--- src/rtl/div_reconstruct.sv ---
// Signed multiply-add that rebuilds a dividend from divider results:
// final_output = quotient * divisor + remainder, radix-2 shift-add over magnitudes.
module div_reconstruct #(
    parameter int DIVISOR_W = 16,
    parameter int QUOT_W    = 17,
    localparam int OUT_W    = QUOT_W + DIVISOR_W + 1
) (
    input  logic                 clk,
    input  logic                 reset,
    input  logic [QUOT_W-1:0]    quotient,
    input  logic [DIVISOR_W-1:0] divisor,
    input  logic [QUOT_W-1:0]    remainder,
    input  logic                 valid_input,
    output logic                 busy,
    output logic                 valid_output,
    output logic [OUT_W-1:0]     final_output
);

    localparam int MC_W  = QUOT_W + 1;
    localparam int MP_W  = DIVISOR_W + 1;
    localparam int CNT_W = $clog2(MP_W + 1);
    localparam logic [CNT_W-1:0] LAST_CNT = CNT_W'(DIVISOR_W);
    localparam logic [CNT_W-1:0] CNT_ONE  = CNT_W'(1);

    typedef enum logic [1:0] {
        ST_IDLE = 2'd0,
        ST_MULT = 2'd1,
        ST_ADD  = 2'd2,
        ST_DONE = 2'd3
    } state_t;

    state_t             state_r;
    state_t             state_next_s;
    logic               busy_next_s;
    logic [MC_W-1:0]    mcand_r;
    logic [MP_W-1:0]    mplier_r;
    logic               neg_r;
    logic [OUT_W-1:0]   rem_sext_r;
    logic [OUT_W-1:0]   acc_r;
    logic [CNT_W-1:0]   cnt_r;
    logic [OUT_W-1:0]   mcand_ext_s;
    logic [OUT_W-1:0]   addend_s;
    logic [OUT_W-1:0]   signed_acc_s;
    logic [OUT_W-1:0]   result_s;

    // Magnitude at one bit wider than the operand, so the most negative value is exact.
    function automatic logic [MC_W-1:0] mag_quot(input logic [QUOT_W-1:0] v);
        logic [MC_W-1:0] ext;
        ext = {v[QUOT_W-1], v};
        if (ext[MC_W-1]) begin
            mag_quot = ~ext + {{(MC_W-1){1'b0}}, 1'b1};
        end else begin
            mag_quot = ext;
        end
    endfunction

    function automatic logic [MP_W-1:0] mag_div(input logic [DIVISOR_W-1:0] v);
        logic [MP_W-1:0] ext;
        ext = {v[DIVISOR_W-1], v};
        if (ext[MP_W-1]) begin
            mag_div = ~ext + {{(MP_W-1){1'b0}}, 1'b1};
        end else begin
            mag_div = ext;
        end
    endfunction

    // Next-state decode and the shift-add / sign fix-up datapath.
    always_comb begin
        state_next_s = state_r;
        mcand_ext_s  = {{(OUT_W-MC_W){1'b0}}, mcand_r};
        if (mplier_r[0]) begin
            addend_s = mcand_ext_s << cnt_r;
        end else begin
            addend_s = {OUT_W{1'b0}};
        end
        if (neg_r) begin
            signed_acc_s = {OUT_W{1'b0}} - acc_r;
        end else begin
            signed_acc_s = acc_r;
        end
        result_s = signed_acc_s + rem_sext_r;
        case (state_r)
            ST_IDLE: begin
                if (valid_input) begin
                    state_next_s = ST_MULT;
                end else begin
                    state_next_s = ST_IDLE;
                end
            end
            ST_MULT: begin
                if (cnt_r == LAST_CNT) begin
                    state_next_s = ST_ADD;
                end else begin
                    state_next_s = ST_MULT;
                end
            end
            ST_ADD:  state_next_s = ST_DONE;
            ST_DONE: state_next_s = ST_IDLE;
            default: state_next_s = ST_IDLE;
        endcase
        busy_next_s = (state_next_s != ST_IDLE);
    end

    // State, operand capture, accumulation and registered outputs.
    always_ff @(posedge clk or posedge reset) begin
        if (reset) begin
            state_r      <= ST_IDLE;
            busy         <= 1'b0;
            valid_output <= 1'b0;
            final_output <= {OUT_W{1'b0}};
            mcand_r      <= {MC_W{1'b0}};
            mplier_r     <= {MP_W{1'b0}};
            neg_r        <= 1'b0;
            rem_sext_r   <= {OUT_W{1'b0}};
            acc_r        <= {OUT_W{1'b0}};
            cnt_r        <= {CNT_W{1'b0}};
        end else begin
            state_r <= state_next_s;
            busy    <= busy_next_s;
            case (state_r)
                ST_IDLE: begin
                    valid_output <= 1'b0;
                    if (valid_input) begin
                        mcand_r    <= mag_quot(quotient);
                        mplier_r   <= mag_div(divisor);
                        neg_r      <= quotient[QUOT_W-1] ^ divisor[DIVISOR_W-1];
                        rem_sext_r <= {{(OUT_W-QUOT_W){remainder[QUOT_W-1]}}, remainder};
                        acc_r      <= {OUT_W{1'b0}};
                        cnt_r      <= {CNT_W{1'b0}};
                    end
                end
                ST_MULT: begin
                    // Fixed iteration count keeps latency independent of the data.
                    acc_r    <= acc_r + addend_s;
                    mplier_r <= mplier_r >> 1;
                    cnt_r    <= cnt_r + CNT_ONE;
                end
                ST_ADD: begin
                    final_output <= result_s;
                    valid_output <= 1'b1;
                end
                ST_DONE: begin
                    valid_output <= 1'b0;
                end
                default: begin
                    valid_output <= 1'b0;
                end
            endcase
        end
    end

endmodule
--- config.mk ---
export PLATFORM = sky130hd
export DESIGN_NAME = div_reconstruct
export DESIGN_NICKNAME = d
export VERILOG_FILES = /design/src/rtl/div_reconstruct.sv
export SDC_FILE = /design/constraint.sdc
export NUM_CORES = 1
export LEC_CHECK = 0
export BUFFER_PORTS_ARGS = -buffer_cell sky130_fd_sc_hd__buf_2
export CORE_AREA = 4 4 140 142
export DETAILED_ROUTE_END_ITERATION = 8
export DIE_AREA = 0 0 144 146
export HOLD_SLACK_MARGIN = 0.1
export PLACE_DENSITY = 0.91
export REMOVE_ABC_BUFFERS = 1
export SETUP_SLACK_MARGIN = 0.3
export SYNTH_ARGS = -nofsm -noshare
export SYNTH_HDL_FRONTEND = slang
export SYNTH_SLANG_ARGS = --single-unit
--- constraint.sdc ---
create_clock -name clk -period 13.2 [get_ports clk]
set_input_delay 0 -clock clk [delete_from_list [all_inputs] [get_ports clk]]
set_output_delay 0 -clock clk [all_outputs]
set_load 0.01 [all_outputs]
==> results.txt, run 1 <==
----------------------------------------------------
[Final layout]
  Final net count ... 1538
  Ant. Diodes ... 0
  Number of cells in the finished layout apart from fillers ... 1655
  End-of-flow core utilization ... 68.7%
  Sequential cell area ... 3250 um^2
  Leading cell type in the layout, fill and taps excluded ... o21ai_0
  Share of cells above drive strength 1 ... 14.5%
  Synthesis-to-finish area growth ... 16.8%
  Commonest cells after routing, fill and taps aside ... o21ai_0 (145), nand2_1 (143), dfrtp_1 (130), a21oi_1 (94), nor2_1 (89)
  Final-layout fill cell count ... 1384
  Multi-input gate area ... 7240 um^2

[CTS]
  Number of sinks handled by clock tree synthesis ... 130
  Buffer cell driving the clock tree root ... clkbuf_16
  Level count of the clock H-tree ... 4
  Maximum clock insertion buffer count ... 2
  Clock buffers created by TritonCTS ... 17
  Hold buffer count at CTS ... 63
  Postcts setup bufs ... 0
  Clk Latency, worst-skew pair ... 0.44 ns
  Reg clk slew, reported paths ... 0.06 ns
  Count of instances resized after the clock tree is built ... 0
  Clock tree from TritonCTS ... built

[Global routing]
  Overflow after GRT ... 0
  Global-route total usage across every layer ... 26.6%
  Antenna violations before repair ... 0
  Largest net degree at the start of global routing ... 76
  First-pass GRT wire length ... 46.4 mm
  Vias in the first global route ... 9752

[Power and ir drop]
  Switching pwr ... 1.76 mW
  Clock network power share ... 13.6%
  Combinational cell fraction of total power ... 65.7%
  Switching Share ... 48.3%
  IR Drop Worst-Case VDD ... 0.131 mV
  LEAKAGE ... 5.59 nW
  Cell internal pwr ... 1.88 mW
  Pwr Density ... 288 nW/um^2
  Share of power burned in registers ... 20.6%

[Yosys]
  Register area share after synthesis ... 30.0%
  Dominant synthesized flop cell ... dfrtp_1
  Post-synthesis cell count ... 1291
  Register bit total from synthesis ... 130
  EDFF count, synth ... 0
  Syn Area/Cell ... 8.40 um^2
  Async S/R FF share, synth ... 100%
  YS warnings ... 0
  Syn Std Cell Area ... 10900 um^2
  Unique cell type count in the Yosys netlist ... 69

[Setup path]
  Cell at the slowest stage of the critical path ... dfrtp_1
  Max Fanout on Critical Path ... 27
  Required time of the critical path ... 13.48 ns
  Type of the setup path with the least slack ... register to register
  Largest stage delay, worst path ... 0.94 ns
  Crit path DAT ... 5.30 ns
  Category of the worst setup path capture point ... register
  List of cells traversed by the critical path ... inv_1 > mux2_2 > mux4_2 > a22oi_1 > nor2b_1 > ha_1 > and3_1 > and3_1 > or3b_2 > o211ai_1 > or3b_2 > o21ai_0 > xnor2_1 > o21ai_0
  Critical Path Source Type ... register

[Floorplanning]
  Core footprint ... 18500 um^2
  Overall die width ... 144 um
  Die ar. ... 21000 um^2
  Num rows ... 50
  Ports ... 89
  Die H ... 146 um
  Initial standard-cell utilization of the core ... 58.8%

[Timing]
  RSZ-0062 raised after global routing ... no
  Final hold violation count ... 0
  Hold Worst Slack ... 0.126 ns
  Post-Route Setup TNS ... 0 ns
  Tmin final ... 5.02 ns
  Worst Clk Skew ... 0.0132 ns
  Tightest slew margin relative to the limit ... 27.8%
  Fin. max-slew vios ... 0
  Maximum frequency from static timing analysis ... 199 MHz
  Slew of the pin with the lowest slew margin ... 1.07 ns
  Crit share post-route ... 38.0%
  Finish-stage setup viols ... 0

[Route]
  Total DRC errors in the routed layout ... 0
  Count of nets left with antenna violations after detail routing ... 0
  DRC violation total after the first TritonRoute iteration ... 778
  Vias per Instance ... 6.14
  1st-pass router iterations ... 6
  Total detailed-routing wirelength ... 27.8 mm
  Vias after detailed routing ... 10168
  Post-detailed-route wirelength per cell ... 16.8 um

[Hold path]
  Worst min-delay path class ... input pin to register

[Place]
  Half-perimeter wire length after detailed placement ... 19.2 mm
  Number of placed instances, taps included ... 1560
  IO Port Bufs ... 88
  Final Wtd Congestion ... 1.01

[Job]
  Number of maximum-capacitance constraint violations ... 0

[Run status]
  Result of the run ... completed

----------------------------------------------------
## synthesized netlist by cell type (all sizes together) (3+ instances only)
| master | number | share of area [%] |
|---|---|---|
| nor2 | 89 | 3.1 |
| and2 | 16 | 0.92 |
| a221oi | 3 | 0.24 |
| o211ai | 11 | 0.76 |
| o21ai | 146 | 6.7 |
| or4 | 8 | 0.62 |
| a31oi | 12 | 0.69 |
| a21o | 21 | 1.5 |
| o2bb2ai | 4 | 0.32 |
| and3 | 6 | 0.35 |
| a22oi | 5 | 0.35 |
| nand3 | 27 | 1.2 |
| o31ai | 22 | 1.6 |
| inv | 39 | 1.3 |
| o22ai | 7 | 0.40 |
| nand4 | 13 | 0.75 |
| xor2 | 38 | 3.1 |
| mux2i | 24 | 2.2 |
| o21a | 8 | 0.55 |
| clkbuf | 46 | 1.6 |
| a211oi | 20 | 1.4 |
| mux2 | 55 | 5.7 |
| o21bai | 15 | 1.0 |
| nand2 | 144 | 5.0 |
| or3 | 15 | 0.93 |
| nand2b | 15 | 0.86 |
| nand3b | 3 | 0.21 |
| o41ai | 9 | 0.73 |
| ha | 75 | 8.6 |
| a21oi | 94 | 4.3 |
| dfrtp | 130 | 30 |
| mux4 | 5 | 1.0 |
| buf | 13 | 0.51 |
| nor4 | 5 | 0.29 |
| xnor2 | 71 | 5.7 |
| or2 | 4 | 0.23 |
| nor2b | 19 | 1.1 |
| nor3 | 19 | 0.88 |
| o31a | 5 | 0.40 |
## power by group through the flow
stage	Clock (mW)	Sequential (mW)	Combinational, mW
global route	0.518	0.778	2.65
floorplan	0	0.742	1.77
detailed placement	0	0.752	2.31
finish	0.497	0.752	2.40
global placement	0	0.743	2.23
CTS	0.502	0.748	2.36
## flip-flops by register name (all words and copies together) (netlist names)
name	flops
acc_r	34
final_output	34
mcand_r	18
mplier_r	17
rem_sext_r	17
cnt_r	5
state_r	2
busy	1
neg_r	1
valid_output	1
## area by class of cell
| class | instances | area share (%) |
|---|---|---|
| Clock inverter | 12 | 1.22 |
| Clock buffer | 20 | 3.68 |
| Tap cell | 234 | 2.31 |
| Inverter | 40 | 1.20 |
| Timing Repair Buffer | 157 | 8.81 |
| Sequential cell | 130 | 25.7 |
| Multi-Input combinational cell | 1062 | 57.1 |
## routing by layer
layer / track usage [%] / vias up / routed length (um)
met2: 44.6 / 375 / 13600
met3: 4.40 / 60 / 1530
met5: 0 / - / 0
met1: 34.3 / 4806 / 11900
li1: - / 4927 / -
met4: 9.65 / 0 / 763
## metrics by stage
stage / cell area (um^2) / worst slack [ns] / power [mW]
after floorplan: 10600 / 8.66 / 2.51
after global placement: 11400 / 8.34 / 2.97
after detailed placement: 11400 / 8.24 / 3.06
after CTS: 12700 / 8.22 / 3.61
after global routing: 12700 / 7.84 / 3.95
final: 12700 / 8.18 / 3.64
## kinds of logic after synthesis
family          Yosys count  synth area share, %
buf+inv                  99                 3.48
simple gates            391                 17.1
fa+ha+maj                77                 9.02
xor+xnor                109                 8.80
flops                   130                 30.0
mux                      84                 8.96
compound gates          401                 22.6
## critical path: cells and delay by family, from the launching register on
family	cells	cell delay [ns]
AOI/OAI and AO/OA	4	0.67
xor gates and xnor gates	1	0.14
adders and majority gates	1	0.36
buffers and inverters	1	0.39
DFF	1	0.94
muxes	2	0.90
and+or+nand+nor	5	1.47
## worst paths after layout
path	from	to	slack, ns	depth (start not counted)
max	cnt_r[0]	acc_r[30]	8.18	14
min	divisor[1]	mplier_r[1]	0.13	5
max reg2reg	cnt_r[0]	acc_r[30]	8.18	14
min reg2reg	mplier_r[13]	mplier_r[13]	0.49	2
max in group asynchronous	reset	final_output[30]	11.60	4
min in group asynchronous	reset	busy	0.23	3
Note: power is estimated with default switching activity, not from simulation.
==> run 2, diff against run 1 <==
Clock period 13.2 ns to 5 ns, I/O delays scaled along.
==> run 2 against run 1 <==
Global-route usage grew 0.37 points. Fmax increased by 7.7%. Count of clock-buffer cells in the layout is the same. Design area is 2.4% higher. Die area unchanged. Via count rose by 1.4%. Flip-flop and latch count is the same. First-iteration DRC count up 9.5%. Sequential power increased to 2.6 times the previous value. Critical endpoint is now final_output[33]. Largest cell class unchanged.
==> results.txt, run 2 (synthesized netlist as in run 1, its figures left out) <==
----------------------------------------------------
[Run status]
  Result of the run ... completed

[Setup path]
  List of cells traversed by the critical path ... or4_4 > or4_4 > or3_4 > or3_2 > nand2_1 > xnor2_1 > ha_1 > and2_1 > o21ai_0 > o21ai_1 > o31a_1 > a2111o_1 > nor4b_1 > or4_1 > nand3_1
  Critical Path Source Type ... register
  Type of the setup path with the least slack ... register to register
  Max Fanout on Critical Path ... 5
  Startpoint of the most critical setup path ... acc_r[3]
  Cell type with the highest occurrence count on the critical path ... or4_4
  CP bufs+invs ... 0
  Largest stage delay, worst path ... 0.54 ns
  Cell at the slowest stage of the critical path ... or4_4
  Cell family contributing the most delay on the critical path ... simple AND/OR/NAND/NOR gates
  RR Startpoint ... acc_r[3]
  Category of the worst setup path capture point ... register
  Crit path DAT ... 5.03 ns
  Required time of the critical path ... 5.37 ns

[Route]
  Vias after detailed routing ... 10314
  DRC violation total after the first TritonRoute iteration ... 852
  Count of nets left with antenna violations after detail routing ... 0
  Total DRC errors in the routed layout ... 0
  Vias per Instance ... 6.15
  Post-detailed-route wirelength per cell ... 17.2 um
  1st-pass router iterations ... 7
  Total detailed-routing wirelength ... 28.8 mm

[Global routing]
  Antenna violations before repair ... 0
  Largest net degree at the start of global routing ... 79
  Global-route total usage across every layer ... 26.9%
  Vias in the first global route ... 9898
  First-pass GRT wire length ... 47.1 mm
  Overflow after GRT ... 0

[Final layout]
  Registers with the most flip-flops ... acc_r: 34 flops, final_output: 34 flops, mcand_r: 18 flops
  Share of cells above drive strength 1 ... 17.1%
  End-of-flow core utilization ... 70.3%
  Number of cells in the finished layout apart from fillers ... 1676
  Synthesis-to-finish area growth ... 19.6%
  Commonest cells after routing, fill and taps aside ... nand2_1 (142), o21ai_0 (137), dfrtp_1 (126), a21oi_1 (91)
  Leading cell type in the layout, fill and taps excluded ... nand2_1
  Final net count ... 1559
  Ant. Diodes ... 0

[Timing]
  Final hold violation count ... 0
  Worst Clk Skew ... 0.00780 ns
  Crit share post-route ... 93.3%
  Post-Route Setup TNS ... 0 ns
  Tightest slew margin relative to the limit ... 25.7%
  Tmin final ... 4.66 ns
  Fin. max-slew vios ... 0
  Slew of the pin with the lowest slew margin ... 1.11 ns
  Maximum frequency from static timing analysis ... 214 MHz
  Finish-stage setup viols ... 0
  RSZ-0062 raised after global routing ... yes

[Power and ir drop]
  Pwr Density ... 787 nW/um^2
  IR Drop Worst-Case VDD ... 0.351 mV
  LEAKAGE ... 5.73 nW

[Floorplanning]
  Die H ... 146 um
  Num rows ... 50
  Overall die width ... 144 um
  Initial standard-cell utilization of the core ... 58.8%
  Die ar. ... 21000 um^2
  Ports ... 89
  Core footprint ... 18500 um^2

[Hold path]
  Start point of the worst hold path ... divisor[15]
  Worst min-delay path class ... input pin to register

[CTS]
  Number of sinks handled by clock tree synthesis ... 130
  Clock tree from TritonCTS ... built
  Clock buffers created by TritonCTS ... 17
  Clk Latency, worst-skew pair ... 0.43 ns
  Reg clk slew, reported paths ... 0.06 ns
  Buffer cell driving the clock tree root ... clkbuf_16
  Level count of the clock H-tree ... 4
  Maximum clock insertion buffer count ... 2

[Place]
  Final Wtd Congestion ... 0.984
  Number of placed instances, taps included ... 1574
  Half-perimeter wire length after detailed placement ... 19.3 mm
  IO Port Bufs ... 88

[Job]
  Number of maximum-capacitance constraint violations ... 0

----------------------------------------------------
[run 2: cell types whose count changed in the layout (fill, tap and decap cells not counted), moves of 3 or more]
cell	previous run	this run
o21ai_0	145	137
a21oi_1	94	91
o21ai_1	0	7
a21oi_2	0	3
bufinv_16	3	6
dfrtp_1	130	126
buf_4	6	28
dfrtp_2	0	4
[run 2: report_power, final]
group	leakage (nW)	internal, mW	total, mW	switching, mW
clock	0.331	0.964	1.45	0.486
combinational	3.75	2.89	6.81	3.92
sequential	1.65	1.49	1.96	0.471
[run 2: worst reg2reg max path, cell delays in order (launching register included)]
cell	delay, ns
dfrtp_2	0.41
or4_4	0.54
or4_4	0.47
or3_4	0.43
or3_2	0.48
nand2_1	0.10
xnor2_1	0.13
ha_1	0.27
and2_1	0.19
o21ai_0	0.11
o21ai_1	0.13
o31a_1	0.28
a2111o_1	0.34
nor4b_1	0.17
or4_1	0.47
nand3_1	0.09
[run 2: path summary, 6_finish.rpt]
kind,slack [ns],end,cells after the start
hold / removal,0.18,neg_r,3
min in group asynchronous,0.22,busy,3
max in group asynchronous,3.33,acc_r[4],4
hold reg to reg,0.48,mplier_r[3],2
setup / recovery,0.34,final_output[33],15
setup reg to reg,0.34,final_output[33],15
[run 2: area by class of cell]
cell class | count | area [um^2]
clock buffers | 20 | 457
flip-flops and latches | 130 | 3260
inverters | 40 | 153
multi-input cells | 1062 | 7320
fillers | 1313 | 5470
well taps | 234 | 293
repair buffers | 178 | 1270
clock inverters | 12 | 228
[run 2: stage by stage]
stage                     hold slack (ns)  setup WS (ns)  area (um^2)  power [mW]
after floorplan                     0.144          0.458        10600        6.63
after global placement              0.126          0.353        11500        7.97
after detailed placement            0.144          0.265        11500        8.19
after CTS                           0.150          0.319        12900        9.88
after global routing                0.235          0.165        13000        11.0
final                               0.179          0.336        13000        10.2
[run 2: what timing repair did]
action	in CTS	in global routing
pin swaps	2	8
hold buffers	62	0
resized for setup	7	24
setup buffers	5	3
hold endpoints to repair	104	0
setup endpoints to repair	2	19
[run 2: layer usage]
layer,track usage [%],wire (um),vias up
met4,10.5,860,0
met2,44.9,14000,411
met5,0,0,-
met1,35.0,12300,4856
met3,4.11,1690,89
li1,-,-,4958
